===== src/rtl/dsm_dac_ctrl_if.sv =====
// Sample stream from the upstream source into dsm_dac_ctrl.
// valid/data flow source -> controller, ready flows back; a transfer
// happens on any posedge where valid and ready are both high.
interface dsm_dac_ctrl_if;
  logic              valid;
  logic signed [7:0] data;
  logic              ready;

  modport master (
    output valid,
    output data,
    input  ready
  );

  modport slave (
    input  valid,
    input  data,
    output ready
  );
endinterface


===== src/rtl/dsm_dac_ctrl.sv =====
// Sample scheduler and soft-mute sequencer placed in front of dsm_dac.
// Derives the enb oversampling strobe from clk, hands dsm_dac one new
// sample every OSR strobes, fills empty periods with silence, and on
// mute ramps the held sample to zero before stopping the strobe.
module dsm_dac_ctrl #(
  parameter int CLK_DIV   = 4,   // clk cycles per enb strobe (>=2)
  parameter int OSR       = 64,  // enb strobes per sample period (>=2)
  parameter int MUTE_STEP = 8    // magnitude decrement per period in MUTE (1..127)
) (
  input  logic              clk,
  input  logic              rst_n,
  input  logic              en,
  dsm_dac_ctrl_if.slave     s,
  output logic signed [7:0] dsm_in,
  output logic              enb,
  output logic              running,
  output logic [15:0]       underflow_cnt
);

  localparam int DIV_W = (CLK_DIV > 1) ? $clog2(CLK_DIV) : 1;
  localparam int OSR_W = (OSR > 1) ? $clog2(OSR) : 1;

  localparam logic [DIV_W-1:0]  DIV_LAST = DIV_W'(CLK_DIV - 1);
  localparam logic [DIV_W-1:0]  DIV_ONE  = DIV_W'(1);
  localparam logic [OSR_W-1:0]  OSR_LAST = OSR_W'(OSR - 1);
  localparam logic [OSR_W-1:0]  OSR_ONE  = OSR_W'(1);
  localparam logic signed [8:0] STEP9    = 9'(MUTE_STEP);

  typedef enum logic [1:0] {
    IDLE  = 2'd0,
    PRIME = 2'd1,
    RUN   = 2'd2,
    MUTE  = 2'd3
  } state_t;

  state_t            state_q, state_d;
  logic [DIV_W-1:0]  div_cnt_q, div_cnt_d;
  logic [OSR_W-1:0]  osr_cnt_q, osr_cnt_d;
  logic              enb_q, enb_d;
  logic signed [7:0] dsm_q, dsm_d;
  logic signed [7:0] buf_q, buf_d;
  logic              buf_full_q, buf_full_d;
  logic [15:0]       underflow_cnt_q, underflow_cnt_d;

  logic              s_ready;
  logic              hs;
  logic              boundary;
  logic              active;

  // Underflow counter sticks at all-ones instead of wrapping.
  function automatic logic [15:0] sat_inc(input logic [15:0] v);
    logic [15:0] r;
    if (v == 16'hFFFF) r = v;
    else               r = v + 16'd1;
    return r;
  endfunction

  // One mute step toward zero. Work in 9 bits so -128 plus the step and
  // the negated step never overflow; small magnitudes land exactly on 0.
  function automatic logic signed [7:0] mute_step(input logic signed [7:0] v);
    logic signed [8:0] w;
    logic signed [8:0] r;
    w = {v[7], v};
    if (w > 9'sd0) begin
      if (w <= STEP9) r = 9'sd0;
      else            r = w - STEP9;
    end else if (w < 9'sd0) begin
      if (w >= -STEP9) r = 9'sd0;
      else             r = w + STEP9;
    end else begin
      r = 9'sd0;
    end
    return r[7:0];
  endfunction

  // Ready depends only on registered state, never on valid.
  assign active   = (state_q == RUN) || (state_q == MUTE);
  assign s_ready  = ((state_q == PRIME) || (state_q == RUN)) && !buf_full_q;
  assign hs       = s.valid && s_ready;
  assign boundary = enb_q && (osr_cnt_q == OSR_LAST);

  assign s.ready       = s_ready;
  assign dsm_in        = dsm_q;
  assign enb           = enb_q;
  assign running       = active;
  assign underflow_cnt = underflow_cnt_q;

  // Next-state logic: prescaler, sample scheduling and the mute ramp.
  always_comb begin
    state_d         = state_q;
    div_cnt_d       = div_cnt_q;
    osr_cnt_d       = osr_cnt_q;
    enb_d           = 1'b0;
    dsm_d           = dsm_q;
    buf_d           = buf_q;
    buf_full_d      = buf_full_q;
    underflow_cnt_d = underflow_cnt_q;

    // The strobe follows the cycle in which the divider sits at its last
    // count; osr_cnt advances once per strobe.
    if (active) begin
      if (div_cnt_q == DIV_LAST) div_cnt_d = '0;
      else                       div_cnt_d = div_cnt_q + DIV_ONE;
      enb_d = (div_cnt_q == DIV_LAST);
      if (enb_q) begin
        if (osr_cnt_q == OSR_LAST) osr_cnt_d = '0;
        else                       osr_cnt_d = osr_cnt_q + OSR_ONE;
      end
    end

    case (state_q)
      IDLE: begin
        div_cnt_d  = '0;
        osr_cnt_d  = '0;
        dsm_d      = '0;
        buf_full_d = 1'b0;
        if (en) state_d = PRIME;
      end

      PRIME: begin
        div_cnt_d  = '0;
        osr_cnt_d  = '0;
        buf_full_d = 1'b0;
        // The priming sample goes straight to the output; the first strobe
        // carrying it comes CLK_DIV clocks later.
        if (hs) begin
          dsm_d   = s.data;
          state_d = RUN;
        end else if (!en) begin
          state_d = IDLE;
        end
      end

      RUN: begin
        if (hs) begin
          buf_d      = s.data;
          buf_full_d = 1'b1;
        end
        // A sample arriving in the boundary cycle itself is too late for
        // this period: the period is silent and the sample waits a period.
        if (boundary) begin
          if (buf_full_q) begin
            dsm_d      = buf_q;
            buf_full_d = 1'b0;
          end else begin
            dsm_d           = '0;
            underflow_cnt_d = sat_inc(underflow_cnt_q);
          end
        end
        if (!en) begin
          state_d    = MUTE;
          buf_full_d = 1'b0;
        end
      end

      MUTE: begin
        if (boundary) begin
          if (dsm_q == 8'sd0) begin
            state_d   = IDLE;
            enb_d     = 1'b0;
            div_cnt_d = '0;
            osr_cnt_d = '0;
          end else begin
            dsm_d = mute_step(dsm_q);
          end
        end
      end

      default: state_d = IDLE;
    endcase
  end

  // Control and output registers; reset wins in every state.
  always_ff @(posedge clk) begin
    if (!rst_n) begin
      state_q         <= IDLE;
      div_cnt_q       <= '0;
      osr_cnt_q       <= '0;
      enb_q           <= 1'b0;
      dsm_q           <= '0;
      buf_full_q      <= 1'b0;
      underflow_cnt_q <= '0;
    end else begin
      state_q         <= state_d;
      div_cnt_q       <= div_cnt_d;
      osr_cnt_q       <= osr_cnt_d;
      enb_q           <= enb_d;
      dsm_q           <= dsm_d;
      buf_full_q      <= buf_full_d;
      underflow_cnt_q <= underflow_cnt_d;
    end
  end

  // Buffer payload; its validity lives in buf_full_q, so no reset here.
  always_ff @(posedge clk) begin
    buf_q <= buf_d;
  end

endmodule


===== src/flat_wrapper.sv =====
// flat-port wrapper written by rule: the top's interface ports become plain ports
module dsm_dac_ctrl_flat 
#(
  parameter int CLK_DIV   = 4,                                     
  parameter int OSR       = 64,                                        
  parameter int MUTE_STEP = 8                                                      
)
  (clk, rst_n, en, dsm_in, enb, running, underflow_cnt, s_valid, s_data, s_ready);
  dsm_dac_ctrl_if s_i ();
  input  logic clk;
  input  logic rst_n;
  input  logic en;
  output logic signed [7:0] dsm_in;
  output logic enb;
  output logic running;
  output logic [15:0] underflow_cnt;
  input wire logic [$bits(s_i.valid)-1:0] s_valid;
  input wire logic [$bits(s_i.data)-1:0] s_data;
  output wire logic [$bits(s_i.ready)-1:0] s_ready;
  assign s_i.valid = s_valid;
  assign s_i.data = s_data;
  assign s_ready = s_i.ready;
  dsm_dac_ctrl #(.CLK_DIV(CLK_DIV), .OSR(OSR), .MUTE_STEP(MUTE_STEP)) u_core (.clk(clk), .rst_n(rst_n), .en(en), .s(s_i), .dsm_in(dsm_in), .enb(enb), .running(running), .underflow_cnt(underflow_cnt));
endmodule

===== config.mk =====
export PLATFORM = sky130hd
export DESIGN_NAME = dsm_dac_ctrl_flat
export DESIGN_NICKNAME = d
export VERILOG_FILES = /design/src/rtl/dsm_dac_ctrl_if.sv /design/src/rtl/dsm_dac_ctrl.sv /design/src/flat_wrapper.sv
export SDC_FILE = /design/constraint.sdc
export NUM_CORES = 1
export LEC_CHECK = 0
export ABC_AREA = 1
export BUFFER_PORTS_ARGS = -buffer_cell sky130_fd_sc_hd__clkbuf_2
export CAP_MARGIN = 20
export CELL_PAD_IN_SITES_DETAIL_PLACEMENT = 1
export CELL_PAD_IN_SITES_GLOBAL_PLACEMENT = 1
export CORE_MARGIN = 3
export CORE_UTILIZATION = 37
export CTS_CLUSTER_SIZE = 8
export DETAILED_ROUTE_END_ITERATION = 8
export GPL_ROUTABILITY_DRIVEN = 1
export PLACE_DENSITY_LB_ADDON = 0.1
export SYNTH_ARGS = -nofsm -noshare
export SYNTH_HDL_FRONTEND = slang
export SYNTH_SLANG_ARGS = --single-unit

===== constraint.sdc =====
create_clock -name clk -period 1.75 [get_ports clk]
set_clock_uncertainty 0.15 [all_clocks]
set_input_delay 0.0875 -clock clk [delete_from_list [all_inputs] [get_ports clk]]
set_output_delay 0.0875 -clock clk [all_outputs]
set_load 0.005 [all_outputs]

# == Word level (Yosys, flattened, before mapping) ==
# Index checks and enable logic that the tools add are counted.
# word_totals
reg_bits,44
inputBits,12
output_inout_bits,27
wordCells,84
# op_classes
addsub,5
n_lt_le_gt_ge,4
eq_ne,14
muxes,37
bitwise,2
reduce_logical,14
# op_table
op,count
2-to-1 mux 8 bit,9
one-hot mux 8 bit (4 select lines),1
2-to-1 mux 6 bit,5
2-to-1 mux 2 bit,10
adder 16 x 1 -> 16 bit (second input constant),1
== test 16 bit (second input constant),1
one-hot mux 6 bit (2 select lines),1
adder 8 x 5 -> 8 bit (second input constant),1
greater-or-equal comparator 8 x 4 -> 1 bit (second input constant),1
greater-than comparator 8 x 1 -> 1 bit (second input constant),1
less-or-equal comparator 8 x 5 -> 1 bit (second input constant),1
zero test 8 bit,1
< comparator 8 x 1 -> 1 bit (second input constant),1
2-to-1 mux 1 bit,8
inequality test 2 bit (second input constant),4
one-hot mux 2 bit (4 select lines),1
AND reduction 4 bit,2
subtractor 8 x 5 -> 8 bit (second input constant),1
adder 6 x 1 -> 6 bit (second input constant),1
== test 2 bit (second input constant),3
== test 6 bit (second input constant),1
inequality test 2 x 1 -> 1 bit (second input constant),3
AND reduction 5 bit,1
one-hot mux 2 bit (2 select lines),1
other kinds (12),16

# == Longest topological paths before layout ==
# logic_depth
ltp_word,9
depth_mapped,11
mapped_depth_nobuf,11

# == Worst setup path after synthesis ==
# OpenSTA, ideal clock, no wires.
# synth_timing
path_type,reg-to-reg
start,register u_core.state_q[0]
end,"register u_core.buf_q[0], enable pin"
setup_ns,0.370
arrival_ns,1.320
t_required_ns,1.230
slack_ns,-0.090
path_stages_with_launch,5
path_buffers,0
cell_sequence,dfxtp_1 > inv_1 > ha_1 > nand3_1 > nor2_1
# synth_via
elab_chain_cells,5
# synth_lines
element,line,source
start: declaration,dsm_dac_ctrl.sv:36,"state_t state_q, state_d;"
start signal: assignment,dsm_dac_ctrl.sv:184,state_q <= state_d;
== test 2 x 1 -> 1 bit / == test 2 bit (equally long branches),"dsm_dac_ctrl.sv:78, dsm_dac_ctrl.sv:111",
logical OR 1 bit,dsm_dac_ctrl.sv:78,assign s_ready = ((state_q == PRIME) || (state_q == RUN)) && !buf_full_q;
logical AND 1 bit,dsm_dac_ctrl.sv:78,
logical AND 1 bit,dsm_dac_ctrl.sv:79,assign hs = s.valid && s_ready;
AND reduction 2 bit (no line) *,n/a,
end signal: assignment,dsm_dac_ctrl.sv:196,buf_q <= buf_d;
end: declaration,dsm_dac_ctrl.sv:41,"logic signed [7:0] buf_q, buf_d;"
# Mark *: on every way between the ends. The rest lies on a longest branch, timed or not.
# A chain may end at the register's enable or synchronous reset.

# == Worst setup path after layout ==
# layout_timing
start,register u_core.underflow_cnt_q[0] (netlist: u_core.underflow_cnt[0])
end,register u_core.underflow_cnt_q[6] (netlist: u_core.underflow_cnt[6])
# layout_via
elab_chain_cells,3
# layout_lines
element,line,source
start: declaration,dsm_dac_ctrl.sv:43,"logic [15:0] underflow_cnt_q, underflow_cnt_d;"
start signal: assignment,dsm_dac_ctrl.sv:190,underflow_cnt_q <= underflow_cnt_d;
"parallel branches: the longest is 3 deep, another holds adder 16 x 1 -> 16 bit",n/a,
# Several ways; the timed one is not identified.

==> reports/qor.txt <==
Vias: 2,743
Dpl ws: -148 ps
Layout Utilization: 0.548
CTS clk-pin slew, worst paths: 80 ps
Fmax: 592 MHz
Gr usage total: 0.194
Crit path DAT: 1770 ps
Sequential-to-total area share from yosys stat: 0.361
Startpoint types: flop
DRC: 0
Status: finished, final reports clean
Die width: 90.9 um
Multi-input gate area: 1720 um^2
Worst slew pin tran: 356 ps
PwrDens: 906 nW/um^2
Tcrit/Tclk final: 0.964
DR iter-0 viols: 84
Wl on met1: 3660 um
Total power: 3430 uW
DRT Pass-1 Iters: 4
FF/Latch Area: 980 um^2
Initial antenna violation count: 0
Leak pwr: 0.00160 uW
Nets: 488
Final Setup Violations: 0
Critical path data required time: 1830 ps
Post-Synthesis Cells: 369
Slew margin rel.: 0.761
Die area: 8260 um^2
Congestion Overflow GR: 0
Hold Crit Class: in -> reg
Maxcap violations: 0
Chip Height: 90.9 um
Share of cells above drive strength 1: 0.406
Area of the mapped netlist: 2670 um^2
# port buffers: 38
Final min period: 1690 ps
Most frequent cells in the layout: nand2_1, inv_1, buf_4
H-tree depth: 2
Top Layer Used: met4
Worst setup EP type: flop
Flops & latches, synth: 44
Starting Density: 0.386
Longest Clk Path Bufs: 2
Number of global-route vias before repair: 2,850
Root Buffer: clkbuf_8
CTS sink cnt: 44
Post-DR wirelength/cell: 14.4 um
Setup TNS: 0 ps
Worst-path fanout max: 7
Netlist cell types: 35
VDD IR max: 0.432 mV
Core ar.: 6910 um^2
Core Rows: 30
Final Hold Viols: 0
DP HPWL: 5980 um
Most common cell after layout, fill and taps aside: nand2_1
DRT antenna net count: 0
R2R setup slack: 60 ps
Final Max Tran Viols: 0
Mapped Avg Cell Area: 7.22 um^2
GPL Wtd Cong: 0.864
Critical path class: reg -> reg
Ports: 39
Worst setup margin: 62.2 ps
Clk_lat worst skew: 300 ps
Largest net degree at the start of global routing: 16
Syn nets: 393
RSZ-0062 raised after global routing: yes
Num CTS Buffers: 5
Fin Hold WS: 29.6 ps
First-pass GRT wire length: 13,300 um
Fillers: 897
# diodes: 0
Routed vias/inst: 4.89
Area Growth Syn to Fin: 42.1%
Met2 WL post-DR: 4190 um
Met3 wire len: 171 um
Final wirelength: 8100 um
Ys Warns: 0
CTS tree: built
-- critical path, stage by stage (launching register included) --
cell     delay [ps]
dfxtp_2         370
ha_4            150
nand2_4          60
nor3_4          200
nand3_2         140
nand2_4         190
buf_8           170
nand2_4          50
a21oi_2         130
-- layer usage --
metal  up-vias  track usage
li1       1374            -
met1      1327        0.244
met2        36        0.350
met3         6       0.0292
met4         0       0.0427
met5         -            0
-- path summary, 6_finish.rpt --
path	start	cells past startpoint	to
worst max register to register	u_core.underflow_cnt[0]$_SDFFE_PN0P_	8	u_core.underflow_cnt[6]$_SDFFE_PN0P_
worst min register to register	u_core.osr_cnt_q[4]$_SDFF_PN0_	2	u_core.osr_cnt_q[4]$_SDFF_PN0_
worst min-delay path	rst_n	4	u_core.underflow_cnt[1]$_SDFFE_PN0P_
worst max-delay path	u_core.underflow_cnt[0]$_SDFFE_PN0P_	8	u_core.underflow_cnt[6]$_SDFFE_PN0P_
-- stage by stage --
stage | std cells | instance area (um^2)
3_3_place_gp | 536 | 3250
6_report | 561 | 3790
5_1_grt | 561 | 3790
2_1_floorplan | 369 | 2670
4_1_cts | 556 | 3470
3_5_place_dp | 536 | 3250
-- synthesized netlist by cell type --
master      n  area (um^2)
nor2_1     39          146
a21oi_2    10         87.6
nand3_4     1         17.5
nand2_1    90          338
a22o_1      5         43.8
buf_12      1         20.0
o21ai_0    13         65.1
edfxtp_1    8          240
buf_6       1         11.3
dfxtp_1    36          721
nand2_4     1         11.3
nand2_2    12         75.1
inv_2       2         7.51
a31o_2      1         8.76
nor3_4      1         16.3
xnor2_1     2         17.5
and2_1      1         6.26
nor2_4      1         11.3
nand3_2     1         10.0
inv_4       1         6.26
ha_1       12          150
nand3_1    23          115
a21oi_1    20          100
nor3_1     10         50.1
o2111ai_1   1         8.76
inv_1      47          176
nor2_2      2         12.5
xor2_1     11         96.3
nor3_2      1         10.0
buf_2       1         5.00
a211oi_1    1         7.51
clkbuf_1    5         18.8
o211a_1     1         10.0
nand4_1     6         37.5
or2_2       1         6.26
-- sequential cells by signal, summed over array words and instances (netlist names), named ones only --
name,flops
u_core.enb,1
u_core.dsm_in,8
u_core.div_cnt_q,2
u_core.underflow_cnt,16
u_core.buf_q,8
u_core.osr_cnt_q,6
u_core.buf_full_q,1
u_core.state_q,1
-- logic make-up (layout without fill, tap and decap cells) --
family	after synthesis	count (layout)	synth area share
DFF	44	44	0.361
xor gates and xnor gates	13	13	0.0427
and+or+nand+nor	190	191	0.324
adders and majority gates	12	12	0.0563
AOI/OAI and AO/OA	52	52	0.124
buffers and inverters	58	153	0.0920
-- final cells by class --
cell class	count	share of cell area
Tap cell	96	0.0317
Sequential cell	44	0.259
Inverter	50	0.0548
Timing Repair Buffer	95	0.178
Clock inverter	3	0.00496
Multi-Input combinational cell	268	0.454
Clock buffer	5	0.0182
-- repair_timing --
| item | CTS | global route |
|---|---|---|
| buffers inserted | 3 | 5 |
| endpoints found under the hold margin | 8 | 0 |
| hold buffers | 8 | 0 |
| cloned | 1 | 0 |
| setup endpoints to repair | 34 | 43 |
| pin swaps | 6 | 9 |
| gates resized for setup | 16 | 75 |
-- power breakdown --
group          total [uW]  internal, uW  switching [uW]
sequential           1180          1100            79.0
clock                 650           276             374
combinational        1600           713             887
Note: power is estimated with default switching activity, not from simulation.
